`config.mk`:
```
export PLATFORM = sky130hd
export DESIGN_NAME = mem_bus_arbiter_flat
export DESIGN_NICKNAME = d
export VERILOG_FILES = /design/src/rtl/mem_bus_arbiter_if.sv /design/src/rtl/mem_bus_arbiter.sv /design/src/flat_wrapper.sv
export SDC_FILE = /design/constraint.sdc
export NUM_CORES = 1
export LEC_CHECK = 0
export BUFFER_PORTS_ARGS = -buffer_cell sky130_fd_sc_hd__buf_2
export CORE_AREA = 10 10 172 174
export CTS_CLUSTER_DIAMETER = 100
export DETAILED_ROUTE_END_ITERATION = 8
export DIE_AREA = 0 0 182 184
export GPL_TIMING_DRIVEN = 0
export SLEW_MARGIN = 20
export SYNTH_ARGS = -nofsm -noshare
export SYNTH_HDL_FRONTEND = slang
export SYNTH_SLANG_ARGS = --single-unit
```
`constraint.sdc`:
```
create_clock -name clock -period 2.2 [get_ports clock]
set_input_delay 0.11 -clock clock [delete_from_list [all_inputs] [get_ports clock]]
set_output_delay 0.11 -clock clock [all_outputs]
set_load 0.02 [all_outputs]
```
`src/rtl/mem_bus_arbiter_if.sv`:
```
// Processor-side memory bus shared by the icache and dcache controllers.
// The arbiter connects through the slave modport. The master modport is the
// mirror view, for a block that drives the requests and memory responses.
interface mem_bus_arbiter_if;
    logic [1:0]  icache_command;
    logic [31:0] icache_addr;
    logic [1:0]  dcache_command;
    logic [31:0] dcache_addr;
    logic [63:0] dcache_wdata;
    logic [3:0]  mem2proc_response;
    logic [63:0] mem2proc_data;
    logic [3:0]  mem2proc_tag;
    logic [1:0]  proc2mem_command;
    logic [31:0] proc2mem_addr;
    logic [63:0] proc2mem_data;
    logic [3:0]  icache_response;
    logic [3:0]  dcache_response;
    logic [3:0]  icache_tag;
    logic [3:0]  dcache_tag;
    logic [63:0] icache_data;
    logic [63:0] dcache_data;
    logic [14:0] outstanding;
    logic        tag_error;

    modport slave (
        input  icache_command, icache_addr, dcache_command, dcache_addr, dcache_wdata,
               mem2proc_response, mem2proc_data, mem2proc_tag,
        output proc2mem_command, proc2mem_addr, proc2mem_data,
               icache_response, dcache_response, icache_tag, dcache_tag,
               icache_data, dcache_data, outstanding, tag_error
    );

    modport master (
        output icache_command, icache_addr, dcache_command, dcache_addr, dcache_wdata,
               mem2proc_response, mem2proc_data, mem2proc_tag,
        input  proc2mem_command, proc2mem_addr, proc2mem_data,
               icache_response, dcache_response, icache_tag, dcache_tag,
               icache_data, dcache_data, outstanding, tag_error
    );
endinterface

```
`src/rtl/mem_bus_arbiter.sv`:
```
// Arbiter for the single processor-to-memory bus, shared by icache and dcache.
// The dcache has priority. The icache is forced to win after STARVE_LIMIT lost
// cycles in a row. A 15-entry tag table records which requester owns each
// outstanding load, so each completion is delivered only to its owner.
module mem_bus_arbiter #(
    parameter int unsigned STARVE_LIMIT = 4
) (
    input  logic             clock,
    input  logic             reset,
    mem_bus_arbiter_if.slave bus
);
    localparam logic [1:0]    BUS_NONE   = 2'd0;
    localparam logic [1:0]    BUS_LOAD   = 2'd1;
    localparam int unsigned   CW         = $clog2(STARVE_LIMIT + 1);
    localparam logic [CW-1:0] STARVE_MAX = CW'(STARVE_LIMIT);

    logic [CW-1:0] r_starve_cnt;
    logic [15:1]   r_valid;
    logic [15:1]   r_owner;
    logic          r_tag_error;

    logic       w_i_req;
    logic       w_d_req;
    logic       w_grant_i;
    logic       w_grant_d;
    logic [1:0] w_win_cmd;
    logic       w_accept;
    logic       w_cpl_hit;
    logic       w_cpl_owner;
    logic       w_cpl_miss;
    logic       w_dup_accept;

    // Grant decision, acceptance detection and completion lookup.
    always_comb begin
        w_i_req      = (bus.icache_command == BUS_LOAD);
        w_d_req      = (bus.dcache_command != BUS_NONE);
        w_grant_i    = w_i_req && (!w_d_req || (r_starve_cnt == STARVE_MAX));
        w_grant_d    = w_d_req && !w_grant_i;
        w_win_cmd    = w_grant_i ? BUS_LOAD : (w_grant_d ? bus.dcache_command : BUS_NONE);
        w_accept     = reset && (w_win_cmd == BUS_LOAD) && (bus.mem2proc_response != '0);
        w_cpl_hit    = 1'b0;
        w_cpl_owner  = 1'b0;
        w_dup_accept = 1'b0;
        if (bus.mem2proc_tag != '0) begin
            w_cpl_hit   = r_valid[bus.mem2proc_tag];
            w_cpl_owner = r_owner[bus.mem2proc_tag];
        end
        w_cpl_miss = reset && (bus.mem2proc_tag != '0) && !w_cpl_hit;
        // A tag freed by a completion in this same cycle may be reused at once.
        if (w_accept) begin
            w_dup_accept = r_valid[bus.mem2proc_response] &&
                           !(w_cpl_hit && (bus.mem2proc_tag == bus.mem2proc_response));
        end
    end

    // Drive bus outputs. Reset forces them all to zero, except the data broadcast.
    always_comb begin
        bus.icache_data      = bus.mem2proc_data;
        bus.dcache_data      = bus.mem2proc_data;
        bus.proc2mem_command = BUS_NONE;
        bus.proc2mem_addr    = '0;
        bus.proc2mem_data    = '0;
        bus.icache_response  = '0;
        bus.dcache_response  = '0;
        bus.icache_tag       = '0;
        bus.dcache_tag       = '0;
        bus.outstanding      = '0;
        bus.tag_error        = 1'b0;
        if (reset) begin
            bus.proc2mem_command = w_win_cmd;
            if (w_grant_i) begin
                bus.proc2mem_addr   = bus.icache_addr;
                bus.icache_response = bus.mem2proc_response;
            end else if (w_grant_d) begin
                bus.proc2mem_addr   = bus.dcache_addr;
                bus.proc2mem_data   = bus.dcache_wdata;
                bus.dcache_response = bus.mem2proc_response;
            end
            if (w_cpl_hit && !w_cpl_owner) bus.icache_tag = bus.mem2proc_tag;
            if (w_cpl_hit && w_cpl_owner)  bus.dcache_tag = bus.mem2proc_tag;
            bus.outstanding = r_valid;
            bus.tag_error   = r_tag_error;
        end
    end

    // Count consecutive icache losses, saturating at the limit.
    always_ff @(posedge clock) begin
        if (!reset) begin
            r_starve_cnt <= '0;
        end else if (w_i_req && !w_grant_i) begin
            if (r_starve_cnt != STARVE_MAX) r_starve_cnt <= r_starve_cnt + CW'(1);
        end else begin
            r_starve_cnt <= '0;
        end
    end

    // Tag table update. The acceptance write comes last, so it overrides a same-tag completion.
    always_ff @(posedge clock) begin
        if (!reset) begin
            r_valid <= '0;
            r_owner <= '0;
        end else begin
            if (w_cpl_hit) r_valid[bus.mem2proc_tag] <= 1'b0;
            if (w_accept) begin
                r_valid[bus.mem2proc_response] <= 1'b1;
                r_owner[bus.mem2proc_response] <= w_grant_d;
            end
        end
    end

    // Sticky error: completion of an unknown tag, or overwrite of a live tag.
    always_ff @(posedge clock) begin
        if (!reset) begin
            r_tag_error <= 1'b0;
        end else if (w_cpl_miss || w_dup_accept) begin
            r_tag_error <= 1'b1;
        end
    end
endmodule

```
`src/flat_wrapper.sv`:
```
// flat-port wrapper written by rule: the top's interface ports become plain ports
module mem_bus_arbiter_flat 
#(
    parameter int unsigned STARVE_LIMIT = 4
)
  (clock, reset, bus_icache_command, bus_icache_addr, bus_dcache_command, bus_dcache_addr, bus_dcache_wdata, bus_mem2proc_response, bus_mem2proc_data, bus_mem2proc_tag, bus_proc2mem_command, bus_proc2mem_addr, bus_proc2mem_data, bus_icache_response, bus_dcache_response, bus_icache_tag, bus_dcache_tag, bus_icache_data, bus_dcache_data, bus_outstanding, bus_tag_error);
  mem_bus_arbiter_if bus_i ();
  input  logic clock;
  input  logic reset;
  input wire logic [$bits(bus_i.icache_command)-1:0] bus_icache_command;
  input wire logic [$bits(bus_i.icache_addr)-1:0] bus_icache_addr;
  input wire logic [$bits(bus_i.dcache_command)-1:0] bus_dcache_command;
  input wire logic [$bits(bus_i.dcache_addr)-1:0] bus_dcache_addr;
  input wire logic [$bits(bus_i.dcache_wdata)-1:0] bus_dcache_wdata;
  input wire logic [$bits(bus_i.mem2proc_response)-1:0] bus_mem2proc_response;
  input wire logic [$bits(bus_i.mem2proc_data)-1:0] bus_mem2proc_data;
  input wire logic [$bits(bus_i.mem2proc_tag)-1:0] bus_mem2proc_tag;
  output wire logic [$bits(bus_i.proc2mem_command)-1:0] bus_proc2mem_command;
  output wire logic [$bits(bus_i.proc2mem_addr)-1:0] bus_proc2mem_addr;
  output wire logic [$bits(bus_i.proc2mem_data)-1:0] bus_proc2mem_data;
  output wire logic [$bits(bus_i.icache_response)-1:0] bus_icache_response;
  output wire logic [$bits(bus_i.dcache_response)-1:0] bus_dcache_response;
  output wire logic [$bits(bus_i.icache_tag)-1:0] bus_icache_tag;
  output wire logic [$bits(bus_i.dcache_tag)-1:0] bus_dcache_tag;
  output wire logic [$bits(bus_i.icache_data)-1:0] bus_icache_data;
  output wire logic [$bits(bus_i.dcache_data)-1:0] bus_dcache_data;
  output wire logic [$bits(bus_i.outstanding)-1:0] bus_outstanding;
  output wire logic [$bits(bus_i.tag_error)-1:0] bus_tag_error;
  assign bus_i.icache_command = bus_icache_command;
  assign bus_i.icache_addr = bus_icache_addr;
  assign bus_i.dcache_command = bus_dcache_command;
  assign bus_i.dcache_addr = bus_dcache_addr;
  assign bus_i.dcache_wdata = bus_dcache_wdata;
  assign bus_i.mem2proc_response = bus_mem2proc_response;
  assign bus_i.mem2proc_data = bus_mem2proc_data;
  assign bus_i.mem2proc_tag = bus_mem2proc_tag;
  assign bus_proc2mem_command = bus_i.proc2mem_command;
  assign bus_proc2mem_addr = bus_i.proc2mem_addr;
  assign bus_proc2mem_data = bus_i.proc2mem_data;
  assign bus_icache_response = bus_i.icache_response;
  assign bus_dcache_response = bus_i.dcache_response;
  assign bus_icache_tag = bus_i.icache_tag;
  assign bus_dcache_tag = bus_i.dcache_tag;
  assign bus_icache_data = bus_i.icache_data;
  assign bus_dcache_data = bus_i.dcache_data;
  assign bus_outstanding = bus_i.outstanding;
  assign bus_tag_error = bus_i.tag_error;
  mem_bus_arbiter #(.STARVE_LIMIT(STARVE_LIMIT)) u_core (.clock(clock), .reset(reset), .bus(bus_i));
endmodule
```
Yosys cells after proc, flatten, opt, wreduce, memory -nomap -nowiden:

Cells that the tools add are included.

* bits in latches: 0
* bits in registers: 34
* bits in writable memories: 0
* output and inout bits: 258
* ROM bits: 0
* logic and storage cells: 78
* bits of input ports: 206
* memories: 0

* add/sub/neg operators: 1
* multipliers: 0
* eq/ne operators: 5
* bitwise gates (word level): 3
* shift-type cells: 0
* $lt $le $gt $ge: 4
* div/mod/pow operators: 0
* reduce and logical (&&, ||, !) cells: 24
* muxes and demuxes: 37

Operator list (number)
* $mux 64: 3
* $mux 32: 3
* $mux 15: 4
* $mux 4: 9
* $and 15x15->15: 1
* $bwmux 15: 1
* $not 15->15: 1
* $or 15x15->15: 1
* $logic_and 1x1->1: 13
* $bmux 1 s4: 3
* $lt 4x5->1 const B: 2
* $mux 1: 9
* $demux 1 s4: 2
* $ge 4x1->1 const B: 2
* $reduce_bool 4->1: 2
* $mux 2: 3
* $logic_not 1->1: 5
* $eq 2x1->1 const B: 2
* $eq 4x4->1: 1
* $add 3x1->3 const B: 1
* $eq 3x3->1 const B: 1
* $ne 3x3->1 const B: 1
* $logic_or 1x1->1: 2
* $reduce_and 2->1: 1
* $reduce_bool 2->1: 1

Longest topological paths before layout:

Gate-level depths: netlist of the first run.

* depth in word-level cells: 13
* gate-level depth with buffers: 8
* depth with buffers taken out: 7

Least setup slack after synthesis of the first run:

Ideal clock, no wire load.

* kind: in2out
* start: input bus_mem2proc_tag[0]
* end: output bus_icache_tag[0]
* stages on the path: 4
* buffers on the path: 1
* arrival: 1.991 ns
* setup slack: 0.099 ns
* required time: 2.090 ns
* cells stage by stage: buf_6 > mux4_1 > mux4_2 > nor4_1

* cells in the longest elaborated chain, start to end: 7
* elaborated cells on any way between the ends: 11
* classes of those cells: 8 x mux; 3 x reduce/logical

Ends and longest elaborated chain
* start: declaration: RTL line flat_wrapper.sv:17 `input wire logic [$bits(bus_i.mem2proc_tag)-1:0] bus_mem2proc_tag;`
* $bmux 1 s4: RTL line mem_bus_arbiter.sv:46 `w_cpl_owner = r_owner[bus.mem2proc_tag];`
* $mux 1 (not written as such): RTL line mem_bus_arbiter.sv:46
* $mux 1: RTL line mem_bus_arbiter.sv:44 `if (bus.mem2proc_tag != '0) begin`
* $logic_not 1->1: RTL line mem_bus_arbiter.sv:79 `if (w_cpl_hit && !w_cpl_owner) bus.icache_tag = bus.mem2proc_tag;`
* $logic_and 1x1->1: RTL line mem_bus_arbiter.sv:79
* $mux 4 (*): RTL line mem_bus_arbiter.sv:79
* $mux 4 (*): RTL line mem_bus_arbiter.sv:69 `if (reset) begin`
* end: declaration: RTL line flat_wrapper.sv:23 `output wire logic [$bits(bus_i.icache_tag)-1:0] bus_icache_tag;`

Every way passes the cells marked *; elsewhere a longest branch is shown, timed or not. The select of a mux whose other input is x is not followed.

Final worst setup path of the first run:

* start: register u_core.r_owner[7] in the netlist's numbering
* end: output bus_icache_tag[0]

* cells in the longest elaborated chain, start to end: 7

Ends and longest elaborated chain
* start: declaration: RTL line mem_bus_arbiter.sv:19 `logic [15:1] r_owner;`
* start signal: indexed assignment: RTL line mem_bus_arbiter.sv:106 `r_owner[bus.mem2proc_response] <= w_grant_d;`
* $bmux 1 s4: RTL line mem_bus_arbiter.sv:46
* $mux 1 (not written as such): RTL line mem_bus_arbiter.sv:46
* $mux 1: RTL line mem_bus_arbiter.sv:44
* $logic_not 1->1: RTL line mem_bus_arbiter.sv:79
* $logic_and 1x1->1: RTL line mem_bus_arbiter.sv:79
* $mux 4: RTL line mem_bus_arbiter.sv:79
* $mux 4: RTL line mem_bus_arbiter.sv:69

No other way between the ends. The select of a mux whose other input is x is not followed.

==> qor.txt, run 1 <==
Status - finished with violations
Failing checks - setup timing
Post-synthesis sequential area ratio - 17.7%
Seq cells post-synth - 34
Clock power share - 27.7%
First-pass GRT wire length - 37,200 um
Post-synthesis xor/xnor area fraction - 1.14%
Die height - 184 um
Max-slew headroom - 50.6%
Actual slew at the worst max-slew pin - 0.740 ns
Gr usage total - 14.6%
Max-slew violations - 0
Pre-CTS setup slack - -0.649 ns
Vias per cell - 4.01
Max frequency - 439 MHz
Std-Cell Rows - 59
Pint - 1.60 mW
PwrDens - 383 nW/um^2
Final period util - 104%
Wirelength per Cell - 21.9 um
TritonCTS Buffers - 5
Placer congestion estimate - 0.921
Crit Path Max Fanout - 5
Post-synthesis adder-cell area fraction - 0.652%
Worst path arrival time - 2.17 ns
Startpoint Class - register
Lkg Pwr - 3.71 nW
GRT overflow - 0
Via count - 4,930
Vias in the first global route - 4,955
Area growth, synth to finish - 75.6%
Crit end category - output pin
Fin crit period - 2.28 ns
Switching Fraction - 38.1%
Combinational family with the most area after synthesis - buffers and inverters
Die span in x - 182 um
Routed wire length - 27,000 um
Clock skew - 0.00825 ns
H-tree Lvls - 2
Max IR drop VDD - 226 uV
Psw - 0.983 mW
DIE AREA - 33,500 sq um
Combinational power share - 48.0%
Worst Setup Path Type - register to output pin
Share of layout cells above drive strength 1 - 67.5%
Worst skew pair latency - 0.28 ns
CTS tree - yes
Buffers on Ports - 394
Nets@finish - 1,100
Compound-Gate Fraction of Synth Area - 16.2%
RSZ-0062 raised after global routing - true
Largest net degree at the start of global routing - 12
Fill cells - 2,895
Yosys warns - 0
Area of the multi-input gates - 2130 sq um
Starting Density - 14.8%
DRC violations left - 0
CP peak stage delay - 0.57 ns
Simple-gate share of the synthesized area - 23.7%
Final hold violations - 0
Fin worst setup slack - -0.0793 ns
Register area - 693 sq um
DRT iter0 DRCs - 236
Mux cell area share after synthesis - 10.2%
HPWL after detailed placement - 23,700 um
Drt first pass iters - 5
Sequential share of power - 24.3%
Crit-path cells - mux4_2 -> mux4_2 -> buf_4 -> nor4_4 -> buf_4
Hold Path Class - primary input to register
Syn Inst Count - 480
Setup TNS Final - -0.398 ns
CTS Buffer Depth - 2
Synth unique cells - 46
CTS root buf - clkbuf_16
Post-Syn Nets - 688
Initial antenna violation count - 3
Core footprint - 25,900 sq um
Post-synthesis instance area - 3840 sq um
Max-Cap Viols - 0
# clock sinks - 34
Critical-path top delay cell - mux4_2
Syn Area/Cell - 7.99 sq um
Top-level port count - 464
Setup-failing EPs final - 8
Reg clk slew, reported paths - 0.05 ns
Critical path required time - 2.09 ns
Antenna viol nets, final - 0
## layer usage
| metal | GRT usage (%) | vias up | share of wire, % |
|---|---|---|---|
| met3 | 6.08 | 18 | 10 |
| li1 | - | 2330 | - |
| met5 | 0 | - | 0.13 |
| met4 | 2.57 | 4 | 1.0 |
| met1 | 16.0 | 2338 | 36 |
| met2 | 26.0 | 240 | 52 |
## layout make-up
cell class / count / share of cell area [%]
Tap cell: 335 / 6.22
Buffer: 160 / 17.2
Antenna cell: 1 / 0.0371
Inverter: 9 / 0.501
Sequential cell: 34 / 10.3
Clock buffer: 6 / 2.06
Clock inverter: 2 / 0.186
Multi-Input combinational cell: 276 / 31.6
Timing Repair Buffer: 406 / 31.9
## state kept, by name, indices dropped and copies added (netlist names)
register             count
u_core.r_owner          15
u_core.r_valid          15
u_core.r_starve_cnt      3
u_core.r_tag_error       1
## layout by cell type (no fill, tap or decap), types with 6 or more instances in the layout
master    synthesis  routed
dfxtp_2           0      10
o31ai_1          11      11
mux4_2            4       7
mux2i_1          16      15
nand3_1           6       6
clkbuf_2          0       8
inv_1             8       8
a21oi_1           9       8
and2_1           84      84
nor2_1           13      10
clkbuf_1         22      12
buf_4           129     157
buf_6             1       7
nand2_1          27      26
dfxtp_1          34      24
a22o_1           32      27
o21ai_0          14      14
buf_2             6     374
## path summary, 6_finish.rpt
kind	from	to	slack, ns	cells past startpoint
max	u_core.r_owner[7]$_SDFFE_PN0P_	bus_icache_tag[0]	-0.08	5
min	bus_mem2proc_tag[3]	u_core.r_valid[1]$_SDFF_PN0_	0.22	3
max reg2reg	u_core.r_starve_cnt[0]$_SDFFE_PN0P_	u_core.r_owner[1]$_SDFFE_PN0P_	0.13	8
min reg2reg	u_core.r_starve_cnt[0]$_SDFFE_PN0P_	u_core.r_starve_cnt[0]$_SDFFE_PN0P_	0.41	1
## cell families (layout without fill, tap and decap cells)
group | Yosys count | in the layout
buf+inv | 170 | 583
simple gates | 161 | 161
compound gates | 82 | 82
flops | 34 | 34
mux | 26 | 26
xor+xnor | 5 | 5
fa+ha+maj | 2 | 2
other cells | 0 | 1
## per-stage QoR
| stage | instance area, sq um | cells | util (%) | hold slack [ns] | power (mW) |
|---|---|---|---|---|---|
| CTS | 6600 | 1224 | 25.5 | 0.206 | 2.58 |
| global route | 6740 | 1229 | 26.0 | 0.263 | 2.70 |
| floorplan | 3840 | 480 | - | 0.333 | 1.34 |
| finish | 6740 | 1229 | 26.0 | 0.218 | 2.58 |
| global placement | 6230 | 1209 | 24.0 | 0.430 | 1.83 |
| detailed placement | 6230 | 1209 | 24.0 | 0.437 | 1.83 |
## power by group through the flow
stage | registers [mW] | logic, mW | clock network, mW
after CTS | 0.627 | 1.23 | 0.725
after floorplan | 0.639 | 0.706 | 0
after detailed placement | 0.640 | 1.19 | 0
final | 0.628 | 1.24 | 0.716
after global routing | 0.628 | 1.31 | 0.757
after global placement | 0.640 | 1.19 | 0
## Yosys cell counts (all sizes together)
library cell	count	share of area, %
or2b	1	0.20
nor2	13	1.3
ha	2	0.65
o211a	1	0.46
or3b	2	0.46
o41ai	1	0.42
mux2	1	0.29
clkbuf	24	2.5
mux4	9	5.8
o31ai	11	2.2
xnor2	4	0.91
nor2b	3	0.49
nor4	5	0.82
nand2b	5	0.82
mux2i	16	4.2
a311oi	1	0.23
nand2	27	2.6
o21a	2	0.39
nand3b	3	0.59
buf	137	27
nand3	6	0.78
and2	85	14
a21oi	9	1.2
o21ai	14	1.8
a22oi	1	0.20
or2	2	0.33
dfxtp	34	18
o211ai	5	0.98
inv	8	0.78
and3b	1	0.23
a22o	32	7.3
nand4	1	0.16
xor2	1	0.23
o22ai	1	0.16
a32o	1	0.26
and3	5	0.82
clkinv	1	0.098
nor3	2	0.26
a221oi	3	0.69
## timing repair
| action | in CTS | in global routing |
|---|---|---|
| pin swaps | 8 | 6 |
| endpoints found under the setup margin | 111 | 93 |
| resized for setup | 50 | 43 |
| hold buffers | 0 | 0 |
| setup buffers | 7 | 5 |
## worst max-delay path, delay by kind of cell, from the launching register on
family        cells  cell delay [ns]
mux               2             1.06
flops             1             0.32
buf+inv           2             0.38
simple gates      1             0.14
Note: power is estimated with default switching activity, not from simulation.
==> run 2: changes to the inputs <==
- RECOVER_POWER: default -> 50
==> run 2 against run 1 <==
Net effect:
- the run still ends with setup timing left
- combinational power barely moved
- non-clock buffer count did not move
- fmax barely moved
- sequential power barely moved
- via count rose by 0.37%
- design area fell by 2.5%
- register-to-register slack barely moved
- utilization fell by 0.65 points
- worst setup slack improved by 0.00088 ns
- hold slack improved by 0.0041 ns
- die area did not move
- first-iteration DRC count fell by 6.8%
- largest power group unchanged
==> qor.txt, run 2 (same netlist as run 1, synthesis figures left out) <==
Placer congestion estimate - 0.921 (unchanged)
Met1 Wirelength - 9890 um (was 9790 um)
Setup-failing EPs final - 8 (unchanged)
HPWL after detailed placement - 23,700 um (unchanged)
Hold path cells - 3 (unchanged)
Share of layout cells above drive strength 1 - 52.4% (was 67.5%)
Fin crit period - 2.28 ns (about the same)
Wirelength per Cell - 22.1 um (was 21.9 um)
Routed wire length - 27,100 um (was 27,000 um)
RSZ-0062 raised after global routing - true (unchanged)
Worst path arrival time - 2.17 ns (about the same)
Std-Cell Rows - 59 (unchanged)
Top-level port count - 464 (unchanged)
Max IR drop VDD - 226 uV (about the same)
Cell Count, Final, Fillers Out - 1,229 (unchanged)
Final period util - 104% (about the same)
Initial antenna violation count - 3 (unchanged)
Pre-CTS setup slack - -0.649 ns (unchanged)
Crit-path cells - mux4_2 -> mux4_2 -> buf_4 -> nor4_4 -> buf_4 (unchanged)
Max frequency - 439 MHz (about the same)
Hold Crit Start - bus_mem2proc_tag[3] (unchanged)
DRT iter0 DRCs - 220 (was 236)
Commonest non-fill, non-tap cell in the layout - buf_2 (unchanged)
Reg2reg setup slack - 0.14 ns (was 0.13 ns)
Worst Setup Path Type - register to output pin (unchanged)
CTS Buffer Depth - 2 (unchanged)
RR Endpoint - u_core.r_owner[3]$_SDFFE_PN0P_ (was u_core.r_owner[1]$_SDFFE_PN0P_)
Worst skew pair latency - 0.28 ns (about the same)
Lkg Pwr - 3.32 nW (was 3.71 nW)
Clock skew - 0.00790 ns (was 0.00825 ns)
Final design utilization - 25.4% (was 26.0%)
DRC violations left - 0 (unchanged)
Max-slew headroom - 51.4% (was 50.6%)
Vias per cell - 4.03 (was 4.01)
Crit end category - output pin (unchanged)
Core footprint - 25,900 sq um (unchanged)
Crit Path Max Fanout - 5 (unchanged)
First-pass GRT wire length - 37,200 um (unchanged)
Via count - 4,948 (was 4,930)
PwrDens - 389 nW/um^2 (was 383 nW/um^2)
Status - finished with violations (unchanged)
Die span in x - 182 um (unchanged)
Fin worst setup slack - -0.0784 ns (was -0.0793 ns)
CTS root buf - clkbuf_16 (unchanged)
Failing checks - setup timing (unchanged)
Top layer reached by signal wires - met5 (unchanged)
Routed wl met3 - 2870 um (was 2830 um)
CP Buf/Inv Count - 2 (unchanged)
Antenna viol nets, final - 0 (unchanged)
Reg clk slew, reported paths - 0.05 ns (about the same)
Drt first pass iters - 5 (unchanged)
CTS tree - yes (unchanged)
GRT overflow - 0 (unchanged)
Setup TNS Final - -0.394 ns (was -0.398 ns)
Critical-path top delay cell - mux4_2 (unchanged)
# clock sinks - 34 (unchanged)
Regs by FF count - u_core.r_owner: 15 flops, u_core.r_valid: 15 flops, u_core.r_starve_cnt: 3 flops (unchanged)
CP peak stage delay - 0.57 ns (about the same)
Commonest non-fill, non-tap cells in the layout - buf_2 (239), buf_4 (157), clkbuf_1 (147) (was buf_2 (374), buf_4 (157), and2_1 (84))
Startpoint Class - register (unchanged)
Vias in the first global route - 4,955 (unchanged)
Area growth, synth to finish - 71.2% (was 75.6%)
Hold Path Class - primary input to register (unchanged)
CP top delay family - multiplexers (unchanged)
TritonCTS Buffers - 5 (unchanged)
Dpl cells - 1,209 (unchanged)
Met2 routed WL - 14,100 um (was 14,000 um)
Buffers on Ports - 394 (unchanged)
Gr usage total - 14.6% (unchanged)
Nets@finish - 1,100 (unchanged)
Critical path required time - 2.09 ns (about the same)
Starting Density - 14.8% (unchanged)
H-tree Lvls - 2 (unchanged)
Max-Cap Viols - 0 (unchanged)
Final hold violations - 0 (unchanged)
Worst hold endpoint - u_core.r_valid[1]$_SDFF_PN0_ (unchanged)
FF-to-FF path depth - 8 (unchanged)
Max-slew violations - 0 (unchanged)
DIE AREA - 33,500 sq um (unchanged)
Largest net degree at the start of global routing - 12 (unchanged)
RR Startpoint - u_core.r_starve_cnt[0]$_SDFFE_PN0P_ (unchanged)
Actual slew at the worst max-slew pin - 0.729 ns (was 0.740 ns)
Die height - 184 um (unchanged)
==> run 2: cell count changes in the layout (fill, tap and decap cells not counted), sizes merged <==
cell	previous run	this run
clkbuf	31	166
buf	541	406
==> run 2: cell type report <==
cell class | instances | area [sq um]
fill | 2974 | 19300
antenna | 1 | 2.50
inverter | 9 | 33.8
sequential | 34 | 693
multi-input combinational | 276 | 2130
clock buffer | 6 | 139
clock inverter | 2 | 12.5
timing repair buffer | 406 | 1980
tap | 335 | 419
buffer | 160 | 1160
==> run 2: where the power goes <==
group / internal, mW / leakage (nW) / switching [mW]
combinational: 0.492 / 2.97 / 0.717
sequential: 0.623 / 0.280 / 0.00504
clock: 0.448 / 0.0729 / 0.269
total: 1.56 / 3.32 / 0.991
==> run 2: through the flow <==
stage               hold WS (ns)  instance area (sq um)  power [mW]
floorplan                  0.333                   3840        1.34
global placement           0.430                   6230        1.83
detailed placement         0.437                   6230        1.83
CTS                        0.206                   6600        2.58
global route               0.263                   6570        2.67
finish                     0.222                   6570        2.55
==> run 2: how the worst max path moves through the flow <==
| stage | end | cells after the start | startpoint |
|---|---|---|---|
| 5_1_grt | bus_dcache_tag[3] | 6 | u_core.r_valid[8]$_SDFF_PN0_ |
| 3_5_place_dp | bus_proc2mem_addr[6] | 8 | u_core.r_starve_cnt[0]$_SDFFE_PN0P_ |
| 4_1_cts | bus_dcache_tag[0] | 5 | u_core.r_owner[7]$_SDFFE_PN0P_ |
| 6_report | bus_icache_tag[3] | 5 | u_core.r_owner[7]$_SDFFE_PN0P_ |
| 3_3_place_gp | bus_proc2mem_addr[6] | 8 | u_core.r_starve_cnt[0]$_SDFFE_PN0P_ |
| 2_1_floorplan | bus_icache_tag[0] | 4 | bus_mem2proc_tag[0] |
==> run 2: worst reg2reg max path, cell delays in order (launching register included) <==
cell	delay (ns)
dfxtp_2	0.32
inv_1	0.05
ha_1	0.15
nand2_2	0.09
a221oi_2	0.46
or3b_1	0.38
clkbuf_1	0.19
o211ai_1	0.21
o31ai_1	0.09
==> run 2: timing repair <==
item	in CTS	in global routing
hold buffers	0	0
gates resized for setup	50	43
endpoints found under the setup margin	111	93
pin swaps	8	6
buffers inserted	7	5
==> run 2: routing by layer <==
metal  vias to the layer above  global-route usage (%)
met2                       262                    26.0
li1                       2327                       -
met5                         -                       0
met4                         4                    2.57
met3                        18                    6.08
met1                      2337                    16.0
==> run 3: changes to the inputs <==
- CORE_AREA: 10 10 172 174 -> 2 2 179 181
- DIE_AREA: 0 0 182 184 -> 0 0 181 183
- TNS_END_PERCENT: default -> 1
==> run 3 against run 2 <==
Net effect:
- the flow still finishes with violations (setup timing)
- first-iteration DRC count is 50% higher
- non-clock buffer count is 4 lower
- sequential power hardly changed
- critical endpoint is now bus_dcache_tag[1]
- wire length is 9.1% lower
- via count is 1.1% lower
- global-route usage is 0.95 points lower
==> qor.txt, run 3 (same netlist as run 1, synthesis figures left out) <==
Status - finished with violations (unchanged)
Failing checks - setup timing (unchanged)
RSZ-0062 raised after global routing - true (unchanged)
Hold Path Class - primary input to register (unchanged)
Critical path required time - 2.09 ns (about the same)
Gr usage total - 13.6% (was 14.6%)
RR Endpoint - u_core.r_owner[1]$_SDFFE_PN0P_ (was u_core.r_owner[3]$_SDFFE_PN0P_)
TritonCTS Buffers - 5 (unchanged)
Buffers on Ports - 394 (unchanged)
Share of layout cells above drive strength 1 - 52.4% (about the same)
Lkg Pwr - 3.32 nW (about the same)
GRT overflow - 0 (unchanged)
Cell Count, Final, Fillers Out - 1,292 (was 1,229)
DRC violations left - 0 (unchanged)
Max-Cap Viols - 0 (unchanged)
Placed Area - 6310 sq um (was 6230 sq um)
Worst skew pair latency - 0.28 ns (about the same)
Fin worst setup slack - -0.0769 ns (was -0.0784 ns)
Final period util - 103% (was 104%)
Regs by FF count - u_core.r_owner: 15 flops, u_core.r_valid: 15 flops, u_core.r_starve_cnt: 3 flops (unchanged)
Std-Cell Rows - 65 (was 59)
CTS root buf - clkbuf_16 (unchanged)
Largest net degree at the start of global routing - 11 (was 12)
DRT iter0 DRCs - 331 (was 220)
FF-to-FF path depth - 8 (unchanged)
Hold path cells - 3 (unchanged)
Die span in x - 181 um (was 182 um)
Hold Crit Start - bus_mem2proc_tag[3] (unchanged)
Actual slew at the worst max-slew pin - 0.619 ns (was 0.729 ns)
Fill cells - 3,546 (was 2,974)
Wirelength per Cell - 19.1 um (was 22.1 um)
Dpl cells - 1,276 (was 1,209)
# clock sinks - 34 (unchanged)
Vias per cell - 3.79 (was 4.03)
Max IR drop VDD - 265 uV (was 226 uV)
Post-route cell area - 6620 sq um (was 6570 sq um)
CTS tree - yes (unchanged)
PwrDens - 378 nW/um^2 (was 389 nW/um^2)
CTS Buffer Depth - 2 (unchanged)
Setup-failing EPs final - 8 (unchanged)
Max frequency - 439 MHz (about the same)
Antenna viol nets, final - 0 (unchanged)
Reg2reg setup slack - 0.11 ns (was 0.14 ns)
Area growth, synth to finish - 72.6% (was 71.2%)
Crit-path cells - mux4_2 -> mux4_2 -> nand3b_1 -> buf_6 -> nor2_4 -> buf_6 (was mux4_2 -> mux4_2 -> buf_4 -> nor4_4 -> buf_4)
Reg clk slew, reported paths - 0.06 ns (was 0.05 ns)
Hold-fix buffer count after cts - 0 (unchanged)
Commonest non-fill, non-tap cell in the layout - buf_2 (unchanged)
Max-slew violations - 0 (unchanged)
Worst path arrival time - 2.17 ns (about the same)
Startpoint Class - register (unchanged)
Clock skew - 0.00731 ns (was 0.00790 ns)
Starting Density - 12.3% (was 14.8%)
Vias in the first global route - 4,653 (was 4,955)
HPWL after detailed placement - 21,500 um (was 23,700 um)
H-tree Lvls - 2 (unchanged)
Worst hold endpoint - u_core.r_valid[3]$_SDFF_PN0_ (was u_core.r_valid[1]$_SDFF_PN0_)
Nets@finish - 1,096 (was 1,100)
Top-level port count - 464 (unchanged)
First-pass GRT wire length - 32,700 um (was 37,200 um)
Via count - 4,895 (was 4,948)
Critical-path top delay cell - mux4_2 (unchanged)
Routed wire length - 24,700 um (was 27,100 um)
CP peak stage delay - 0.60 ns (was 0.57 ns)
Crit end category - output pin (unchanged)
Initial antenna violation count - 2 (was 3)
Max-slew headroom - 58.7% (was 51.4%)
RR Startpoint - u_core.r_starve_cnt[0]$_SDFFE_PN0P_ (unchanged)
Final hold violations - 0 (unchanged)
Placer congestion estimate - 0.915 (was 0.921)
Fin crit period - 2.28 ns (about the same)
Die height - 183 um (was 184 um)
Worst Setup Path Type - register to output pin (unchanged)
Core footprint - 31,200 sq um (was 25,900 sq um)
Crit Path Max Fanout - 5 (unchanged)
Commonest non-fill, non-tap cells in the layout - buf_2 (238), buf_4 (153), clkbuf_1 (145) (was buf_2 (239), buf_4 (157), clkbuf_1 (147))
Drt first pass iters - 5 (unchanged)
DIE AREA - 33,100 sq um (was 33,500 sq um)
Total power - 2.50 mW (was 2.55 mW)
[run 3: routing by layer]
metal  track usage, %  wire length, um  share of wire (%)  vias up
met5             3.11              142               0.58        -
met4             2.76              490                2.0        2
met3             4.33             2480                 10       21
met2             23.9            12000                 49      283
met1             16.1             9530                 39     2255
li1                 -                -                  -     2334
[run 3: final cells by class]
class / instances / area, sq um / share of cell area (%)
Antenna cell: 2 / 5.00 / 0.0756
Buffer: 161 / 1160 / 17.5
Clock buffer: 5 / 125 / 1.89
Clock inverter: 2 / 10.0 / 0.151
Inverter: 9 / 33.8 / 0.510
Multi-Input combinational cell: 276 / 2140 / 32.3
Sequential cell: 34 / 689 / 10.4
Tap cell: 402 / 503 / 7.59
Timing Repair Buffer: 401 / 1960 / 29.6
[run 3: how the worst max path moves through the flow]
stage | from | end | slack, ns | cells after the start
final | u_core.r_owner[7]$_SDFFE_PN0P_ | bus_dcache_tag[1] | -0.08 | 6
after global routing | u_core.r_owner[7]$_SDFFE_PN0P_ | bus_dcache_tag[1] | -0.11 | 6
after CTS | u_core.r_owner[7]$_SDFFE_PN0P_ | bus_icache_tag[3] | -0.05 | 4
after detailed placement | u_core.r_starve_cnt[0]$_SDFFE_PN0P_ | bus_proc2mem_addr[30] | -0.86 | 8
after global placement | u_core.r_starve_cnt[0]$_SDFFE_PN0P_ | bus_proc2mem_addr[30] | -0.85 | 8
after floorplan | bus_mem2proc_tag[0] | bus_icache_tag[0] | 0.1 | 4
[run 3: through the flow]
| stage | hold slack (ns) | utilization [%] | setup TNS [ns] | setup slack (ns) |
|---|---|---|---|---|
| 3_5_place_dp | 0.438 | 20.2 | -54.04 | -0.861 |
| 3_3_place_gp | 0.430 | 20.2 | -51.93 | -0.847 |
| 6_report | 0.205 | 21.2 | -0.468 | -0.0769 |
| 5_1_grt | 0.240 | 21.2 | -0.780 | -0.112 |
| 2_1_floorplan | 0.333 | - | 0 | 0.0986 |
| 4_1_cts | 0.194 | 21.3 | -0.338 | -0.0542 |
[run 3: critical path: cells and delay by family, from the launching register on]
kind,cells,cell delay (ns)
flops,1,0.32
simple gates,2,0.20
buf+inv,2,0.29
mux,2,1.08
[run 3: where the power goes]
group	leakage [nW]	internal [mW]	total [mW]	switching [mW]
clock network	0.0694	0.408	0.666	0.258
registers	0.278	0.623	0.628	0.00486
logic	2.97	0.491	1.21	0.717
total	3.32	1.52	2.50	0.979
[run 3: timing repair]
action,CTS,global route
pin swaps,7,5
setup buffers,4,3
endpoints found under the setup margin,112,83
gates resized for setup,65,32
